### src/rtl/hex_display_scan_pkg.sv
// rtl/hex_display_scan_pkg.sv - shared segment types, glyph constants and scan states
package hex_display_scan_pkg;

    // Segment vectors are ordered abcdefg with index 0 = segment a; values are active-low.
    typedef logic [0:6] seg_t;

    localparam seg_t SEG_OFF = 7'b1111111;

    localparam seg_t GLYPH_0 = 7'b0000001;
    localparam seg_t GLYPH_1 = 7'b1001111;
    localparam seg_t GLYPH_2 = 7'b0010010;
    localparam seg_t GLYPH_3 = 7'b0000110;
    localparam seg_t GLYPH_4 = 7'b1001100;
    localparam seg_t GLYPH_5 = 7'b0100100;
    localparam seg_t GLYPH_6 = 7'b0100000;
    localparam seg_t GLYPH_7 = 7'b0001101;
    localparam seg_t GLYPH_8 = 7'b0000000;
    localparam seg_t GLYPH_9 = 7'b0000100;
    localparam seg_t GLYPH_A = 7'b0001000;
    localparam seg_t GLYPH_B = 7'b1100000;
    localparam seg_t GLYPH_C = 7'b0110001;
    localparam seg_t GLYPH_D = 7'b1000010;
    localparam seg_t GLYPH_E = 7'b0110000;
    localparam seg_t GLYPH_F = 7'b0111000;

    typedef enum logic {
        ST_DEAD,
        ST_SHOW
    } scan_state_e;

endpackage

### src/rtl/hex_display_scan_if.sv
// rtl/hex_display_scan_if.sv - load handshake and display pin bundle
interface hex_display_scan_if
    import hex_display_scan_pkg::*;
#(
    parameter int DIGITS = 4
);
    logic                  Load;
    logic [4*DIGITS-1:0]   Value;
    logic [DIGITS-1:0]     BlankMask;
    logic                  LzsEn;
    logic                  Pending;
    seg_t                  DISPLAY;
    logic [DIGITS-1:0]     DigitEn;
    logic                  FrameTick;

    modport master (
        output Load, Value, BlankMask, LzsEn,
        input  Pending, DISPLAY, DigitEn, FrameTick
    );

    modport slave (
        input  Load, Value, BlankMask, LzsEn,
        output Pending, DISPLAY, DigitEn, FrameTick
    );
endinterface

### src/rtl/hex_display_scan_glyph.sv
// rtl/hex_display_scan_glyph.sv - nibble to active-low abcdefg glyph decoder
module hex7seg_glyph
    import hex_display_scan_pkg::*;
(
    input  logic [3:0] nibble,
    output seg_t       seg
);
    always_comb begin
        seg = GLYPH_F;
        case (nibble)
            4'h0: seg = GLYPH_0;
            4'h1: seg = GLYPH_1;
            4'h2: seg = GLYPH_2;
            4'h3: seg = GLYPH_3;
            4'h4: seg = GLYPH_4;
            4'h5: seg = GLYPH_5;
            4'h6: seg = GLYPH_6;
            4'h7: seg = GLYPH_7;
            4'h8: seg = GLYPH_8;
            4'h9: seg = GLYPH_9;
            4'hA: seg = GLYPH_A;
            4'hB: seg = GLYPH_B;
            4'hC: seg = GLYPH_C;
            4'hD: seg = GLYPH_D;
            4'hE: seg = GLYPH_E;
            default: seg = GLYPH_F;
        endcase
    end
endmodule

### src/rtl/hex_display_scan.sv
// rtl/hex_display_scan.sv - frame-synchronous multiplexed 7-segment scanner
module hex_display_scan
    import hex_display_scan_pkg::*;
#(
    parameter int DIGITS         = 4,
    parameter int DIV            = 50000,
    parameter int DEAD           = 2,
    parameter int SEG_ACTIVE_LOW = 1
) (
    input  logic               Clock,
    input  logic               Resetn,
    hex_display_scan_if.slave  bus
);
    localparam int PW = $clog2(DIV);
    localparam int IW = (DIGITS > 1) ? $clog2(DIGITS) : 1;
    localparam int VW = 4 * DIGITS;
    localparam seg_t              SEG_IDLE = (SEG_ACTIVE_LOW != 0) ? SEG_OFF : ~SEG_OFF;
    localparam logic [DIGITS-1:0] DIG_IDLE = (SEG_ACTIVE_LOW != 0) ? '1 : '0;
    localparam scan_state_e       ST_RESET = (DEAD > 0) ? ST_DEAD : ST_SHOW;

    logic [PW-1:0]     presc_q, presc_d;
    logic [IW-1:0]     idx_q, idx_d;
    scan_state_e       state_q, state_d;
    logic [VW-1:0]     pend_value_q, pend_value_d, shadow_value_q, shadow_value_d;
    logic [DIGITS-1:0] pend_blank_q, pend_blank_d, shadow_blank_q, shadow_blank_d;
    logic              pend_lzs_q, pend_lzs_d, shadow_lzs_q, shadow_lzs_d;
    logic              pending_q, pending_d;
    seg_t              seg_q, seg_d;
    logic [DIGITS-1:0] dig_q, dig_d;
    logic              ftick_q, ftick_d;

    logic              slot_end, tick;
    logic [3:0]        cur_nibble;
    logic              cur_blank, lzs_hit, zero_above, show;
    seg_t              glyph_seg, seg_raw;
    logic [DIGITS-1:0] dig_raw;

    always_comb begin
        slot_end = (presc_q == PW'(DIV - 1));
        tick     = slot_end && (idx_q == IW'(DIGITS - 1));
        presc_d  = slot_end ? '0 : presc_q + 1'b1;
        idx_d    = idx_q;
        if (slot_end) begin
            idx_d = (idx_q == IW'(DIGITS - 1)) ? '0 : idx_q + 1'b1;
        end
        // State register tracks the prescaler so it always describes the current slot phase.
        state_d = (int'(presc_d) < DEAD) ? ST_DEAD : ST_SHOW;

        pend_value_d   = pend_value_q;
        pend_blank_d   = pend_blank_q;
        pend_lzs_d     = pend_lzs_q;
        pending_d      = pending_q;
        shadow_value_d = shadow_value_q;
        shadow_blank_d = shadow_blank_q;
        shadow_lzs_d   = shadow_lzs_q;
        if (bus.Load) begin
            pend_value_d = bus.Value;
            pend_blank_d = bus.BlankMask;
            pend_lzs_d   = bus.LzsEn;
        end
        // A load coinciding with the frame boundary bypasses the pending stage.
        if (tick) begin
            shadow_value_d = bus.Load ? bus.Value     : pend_value_q;
            shadow_blank_d = bus.Load ? bus.BlankMask : pend_blank_q;
            shadow_lzs_d   = bus.Load ? bus.LzsEn     : pend_lzs_q;
            pending_d      = 1'b0;
        end else if (bus.Load) begin
            pending_d = 1'b1;
        end
    end

    always_comb begin
        cur_nibble = 4'h0;
        cur_blank  = 1'b0;
        dig_raw    = '1;
        show       = (state_q == ST_SHOW);
        for (int i = 0; i < DIGITS; i++) begin
            if (idx_q == IW'(i)) begin
                cur_nibble = shadow_value_q[i*4 +: 4];
                cur_blank  = shadow_blank_q[i];
            end
            dig_raw[i] = !(show && (idx_q == IW'(i)));
        end
        // Walk down from the top digit; zero_above covers nibbles i..DIGITS-1 at step i.
        lzs_hit    = 1'b0;
        zero_above = 1'b1;
        for (int i = DIGITS - 1; i >= 1; i--) begin
            if (shadow_value_q[i*4 +: 4] != 4'h0) zero_above = 1'b0;
            if (shadow_lzs_q && zero_above && (idx_q == IW'(i))) lzs_hit = 1'b1;
        end
        seg_raw = (show && !cur_blank && !lzs_hit) ? glyph_seg : SEG_OFF;
        seg_d   = (SEG_ACTIVE_LOW != 0) ? seg_raw : ~seg_raw;
        dig_d   = (SEG_ACTIVE_LOW != 0) ? dig_raw : ~dig_raw;
        ftick_d = tick;
    end

    hex7seg_glyph u_glyph (
        .nibble (cur_nibble),
        .seg    (glyph_seg)
    );

    always_ff @(posedge Clock or negedge Resetn) begin
        if (!Resetn) begin
            presc_q        <= '0;
            idx_q          <= '0;
            state_q        <= ST_RESET;
            pend_value_q   <= '0;
            pend_blank_q   <= '0;
            pend_lzs_q     <= 1'b0;
            pending_q      <= 1'b0;
            shadow_value_q <= '0;
            shadow_blank_q <= '0;
            shadow_lzs_q   <= 1'b0;
            seg_q          <= SEG_IDLE;
            dig_q          <= DIG_IDLE;
            ftick_q        <= 1'b0;
        end else begin
            presc_q        <= presc_d;
            idx_q          <= idx_d;
            state_q        <= state_d;
            pend_value_q   <= pend_value_d;
            pend_blank_q   <= pend_blank_d;
            pend_lzs_q     <= pend_lzs_d;
            pending_q      <= pending_d;
            shadow_value_q <= shadow_value_d;
            shadow_blank_q <= shadow_blank_d;
            shadow_lzs_q   <= shadow_lzs_d;
            seg_q          <= seg_d;
            dig_q          <= dig_d;
            ftick_q        <= ftick_d;
        end
    end

    assign bus.Pending   = pending_q;
    assign bus.DISPLAY   = seg_q;
    assign bus.DigitEn   = dig_q;
    assign bus.FrameTick = ftick_q;
endmodule

### src/flat_wrapper.sv
// flat-port wrapper written by rule: the top's interface ports become plain ports
module hex_display_scan_flat import hex_display_scan_pkg::*;
#(
    parameter int DIGITS         = 4,
    parameter int DIV            = 50000,
    parameter int DEAD           = 2,
    parameter int SEG_ACTIVE_LOW = 1
)
  (Clock, Resetn, bus_Load, bus_Value, bus_BlankMask, bus_LzsEn, bus_Pending, bus_DISPLAY, bus_DigitEn, bus_FrameTick);
  hex_display_scan_if #(.DIGITS(DIGITS)) bus_i ();
  input  logic Clock;
  input  logic Resetn;
  input wire logic [$bits(bus_i.Load)-1:0] bus_Load;
  input wire logic [$bits(bus_i.Value)-1:0] bus_Value;
  input wire logic [$bits(bus_i.BlankMask)-1:0] bus_BlankMask;
  input wire logic [$bits(bus_i.LzsEn)-1:0] bus_LzsEn;
  output wire logic [$bits(bus_i.Pending)-1:0] bus_Pending;
  output wire logic [$bits(bus_i.DISPLAY)-1:0] bus_DISPLAY;
  output wire logic [$bits(bus_i.DigitEn)-1:0] bus_DigitEn;
  output wire logic [$bits(bus_i.FrameTick)-1:0] bus_FrameTick;
  assign bus_i.Load = bus_Load;
  assign bus_i.Value = bus_Value;
  assign bus_i.BlankMask = bus_BlankMask;
  assign bus_i.LzsEn = bus_LzsEn;
  assign bus_Pending = bus_i.Pending;
  assign bus_DISPLAY = bus_i.DISPLAY;
  assign bus_DigitEn = bus_i.DigitEn;
  assign bus_FrameTick = bus_i.FrameTick;
  hex_display_scan #(.DIGITS(DIGITS), .DIV(DIV), .DEAD(DEAD), .SEG_ACTIVE_LOW(SEG_ACTIVE_LOW)) u_core (.Clock(Clock), .Resetn(Resetn), .bus(bus_i));
endmodule
### config.mk
export PLATFORM = sky130hd
export DESIGN_NAME = hex_display_scan_flat
export DESIGN_NICKNAME = d
export VERILOG_FILES = /design/src/rtl/hex_display_scan_pkg.sv /design/src/rtl/hex_display_scan_if.sv /design/src/rtl/hex_display_scan_glyph.sv /design/src/rtl/hex_display_scan.sv /design/src/flat_wrapper.sv
export SDC_FILE = /design/constraint.sdc
export NUM_CORES = 1
export LEC_CHECK = 0
export CORE_MARGIN = 3
export CORE_UTILIZATION = 40
export CTS_BUF_LIST = sky130_fd_sc_hd__clkbuf_16
export CTS_CLUSTER_SIZE = 8
export DETAILED_ROUTE_END_ITERATION = 8
export DONT_BUFFER_PORTS = 1
export GPL_TIMING_DRIVEN = 1
export PLACE_DENSITY = 0.52
export SYNTH_ARGS = -nofsm -noshare
export SYNTH_HDL_FRONTEND = slang
export SYNTH_HIERARCHICAL = 1
export SYNTH_SLANG_ARGS = --single-unit
### constraint.sdc
create_clock -name Clock -period 3.25 [get_ports Clock]
set_clock_uncertainty 0.1 [all_clocks]
set_input_delay 0.65 -clock Clock [delete_from_list [all_inputs] [get_ports Clock]]
set_output_delay 0.65 -clock Clock [all_outputs]
set_load 0.005 [all_outputs]
==> flow_summary.yaml <==
sta:
  setup_tns_ns: 0
  drv_slew: 0
  slew_headroom_pct: 70.5
  tightest_slew_ns: 0.439
  hold_viol_final: 0
  rsz0062_at_grt: "false"
  timing.fmax_mhz: 356
  fin_crit_ns: 2.81
  fin_crit_sh_pct: 86.5
  layout_setup_ws_ns: 0.438
  setup_viol: 0
grt:
  antenna_found_initial: 0
  grt_max_degree: 64
  grt-ovfl-total: 0
  gr-usage-all-layers_pct: 14.7
  grt_pass1_vias: 2222
  grt_pass1_wl_um: 11500
route:
  ant_nets: 0
  via_per_inst: 5.29
  drc_errors: 0
  drt_first_iter_violations: 68
  first_pass_iters: 4
  wl_per_cell_um: 16.8
  wl_um: 6910
  dr_total_vias: 2169
setup_path:
  cp_data_arrival_time_ns: 2.97
  crit_type: "reg2reg"
  cp-start-kind: "flip-flop"
  crit_fanout: 10
  cp_slowest_cell: "mux4_2"
  worstSetupEndpointType: "flip-flop"
  cp.required_ns: 3.41
  cpPeakStageDelay_ns: 0.43
  cpMostUsedCell: "inv_1"
  crit_chain: "inv_1 -> ha_1 -> nor2b_1 -> a221o_1 -> o21ai_0 -> o21ai_0 -> inv_1 -> ha_1 -> inv_1 -> mux4_2 -> or2_2"
floorplan:
  die_w_um: 101
  die_area_um2: 10300
  initial_utilization_pct: 41.5
  chipHeight_um: 101
  row_count: 34
  core_um2: 8760
  boundaryPins: 37
finish:
  final_common_cell: "dfrtp_1"
  final_cell_mix: "dfrtp_1 (63), mux2_2 (24), mux2_4 (19)"
  drive_above_1_share_pct: 30.8
  multi_input_area_um2: 1640
  layout.area.seq_um2: 1870
  antenna-diode-count: 0
  nets: 332
  syn2layout_area_growth_pct: 11.2
  fin_area_um2: 4050
  fin_util_pct: 46.2
  nFillCells: 819
clock_tree:
  clock-sinks: 74
  cts_tree: "yes"
  cts-resized-gates: 0
  path_clk_slew_ns: 0.06
  clock-root-buffer: "clkbuf_16"
  cts_buffers: 9
  clock_latency_ns: 0.33
  h-tree-depth: 3
  clockBufferDepth: 2
pwr:
  p_seq_share_pct: 46.9
  p_leak_nw: 1.80
  peakVddDrop_uv: 280
  power_mw: 2.13
  swShare_pct: 22.6
  p_clk_share_pct: 47.2
  power_density_nw_per_um2: 525
  netSwitchingPower_uw: 481
  p_int_mw: 1.65
  combPwrFrac_pct: 5.8
yosys:
  syn_inst: 293
  ys_types: 50
  ys_ff_latch: 74
  yosys_warnings: 6
  yosysSeqAreaShare_pct: 51.2
  synth_nets: 328
  avgSynthCellArea_um2: 12.4
  syn_area_um2: 3640
place:
  place.gp.congestion: 0.822
  place_ws_ns: 0.440
  port_buffers: 0
  place_area_um2: 3720
  dp_hpwl_um: 4640
hold_path:
  hold_class: "in2async"
run:
  max_cap_viol_count: 0
status:
  status: "finished clean"
## metal layers
layer / GRT usage [%] / wire (um)
met3: 5.17 / 330
met2: 21.7 / 3140
met1: 20.1 / 3370
met4: 4.91 / 69
met5: 0 / 0
## stage by stage
step           hold slack (ns)  cells
3_5_place_dp             0.258    393
6_report                0.0559    410
3_3_place_gp             0.258    393
5_1_grt                 0.0331    410
2_1_floorplan            0.254    293
4_1_cts                 0.0417    410
## sequential cells by signal, summed over array words and instances (netlist names)
name,flops
u_core/presc_q,16
u_core/bus.DISPLAY,7
u_core/shadow_value_q,16
u_core/pend_value_q,16
u_core/idx_q,2
u_core/shadow_blank_q,4
u_core/bus.FrameTick,1
u_core/bus.DigitEn,4
u_core/pend_lzs_q,1
u_core/show,1
u_core/shadow_lzs_q,1
u_core/pend_blank_q,4
u_core/bus.Pending,1
## synthesized netlist by cell type (all sizes together)
master,n,area share (%)
nand4bb,2,0.62
nor4bb,1,0.27
o21ai,15,2.1
nand4,7,1.2
mux4,1,0.62
nor2b,3,0.52
or3,2,0.34
xnor2,8,1.9
and3,2,0.34
a31oi,3,0.52
a221o,3,0.82
xor2,7,1.7
clkbuf,2,0.21
nand2b,2,0.34
or4,1,0.21
ha,11,3.8
or2,9,1.5
dfstp,11,7.9
or4b,3,0.93
nor3,6,0.82
buf,12,2.6
mux2,43,15
nand2,18,2.1
a311oi,1,0.24
dfrtp,63,43
nand3,5,0.69
o31ai,2,0.55
nand3b,5,1.0
and2,1,0.21
nor2,14,1.4
a221oi,1,0.24
and4,2,0.48
inv,10,1.0
nor4,7,2.0
nor3b,1,0.21
a21oi,3,0.41
a21boi,1,0.21
mux2i,4,1.1
a211o,1,0.24
## final timing paths
kind,cells after the start,from,end,slack (ns)
max,11,u_core/idx_q[1],u_core/bus.DISPLAY[3],0.44
min,0,Resetn,u_core/bus.DISPLAY[2],0.06
max reg2reg,11,u_core/idx_q[1],u_core/bus.DISPLAY[3],0.44
min reg2reg,1,u_core/presc_q[0],u_core/presc_q[0],0.39
max in group asynchronous,1,Resetn,u_core/idx_q[0],2.70
min in group Clock,2,bus_Load,u_core/bus.Pending,0.35
## power by group through the flow
stage	combinational (mW)	sequential, mW	clock, mW
2_1_floorplan	0.0953	1.01	0
3_3_place_gp	0.106	1.01	0
3_5_place_dp	0.107	1.02	0
4_1_cts	0.127	1.00	1.03
5_1_grt	0.139	1.00	1.07
6_report	0.124	0.998	1.00
## cell families after synthesis
| group | count (synthesis) | synth area share (%) |
|---|---|---|
| and+or+nand+nor | 91 | 15.3 |
| DFF | 74 | 51.2 |
| muxes | 48 | 17.0 |
| AOI/OAI and AO/OA | 30 | 5.29 |
| buffers and inverters | 24 | 3.81 |
| xor gates and xnor gates | 15 | 3.61 |
| adders and majority gates | 11 | 3.78 |
## critical path: cells and delay by family (launching register included)
family | cells | cell delay (ns)
AO/OA/AOI/OAI | 3 | 0.47
adder cells (fa/ha/maj) | 2 | 0.60
buffers and inverters | 3 | 0.24
flip-flops | 1 | 0.37
multiplexers | 1 | 0.43
AND/OR/NAND/NOR | 2 | 0.52
## final cells by class
| class | instances | share of cell area [%] |
|---|---|---|
| clock inverters | 7 | 1.92 |
| multi-input cells | 195 | 40.4 |
| flip-flops and latches | 74 | 46.1 |
| repair buffers | 7 | 1.79 |
| well taps | 108 | 3.34 |
| clock buffers | 9 | 5.56 |
| inverters | 10 | 0.927 |
## repair_timing
item / 4_1_cts / 5_1_grt
buffers inserted: 0 / 0
endpoints found under the hold margin: 63 / 0
hold buffers: 1 / 0
(Power assumes the default switching activity.)
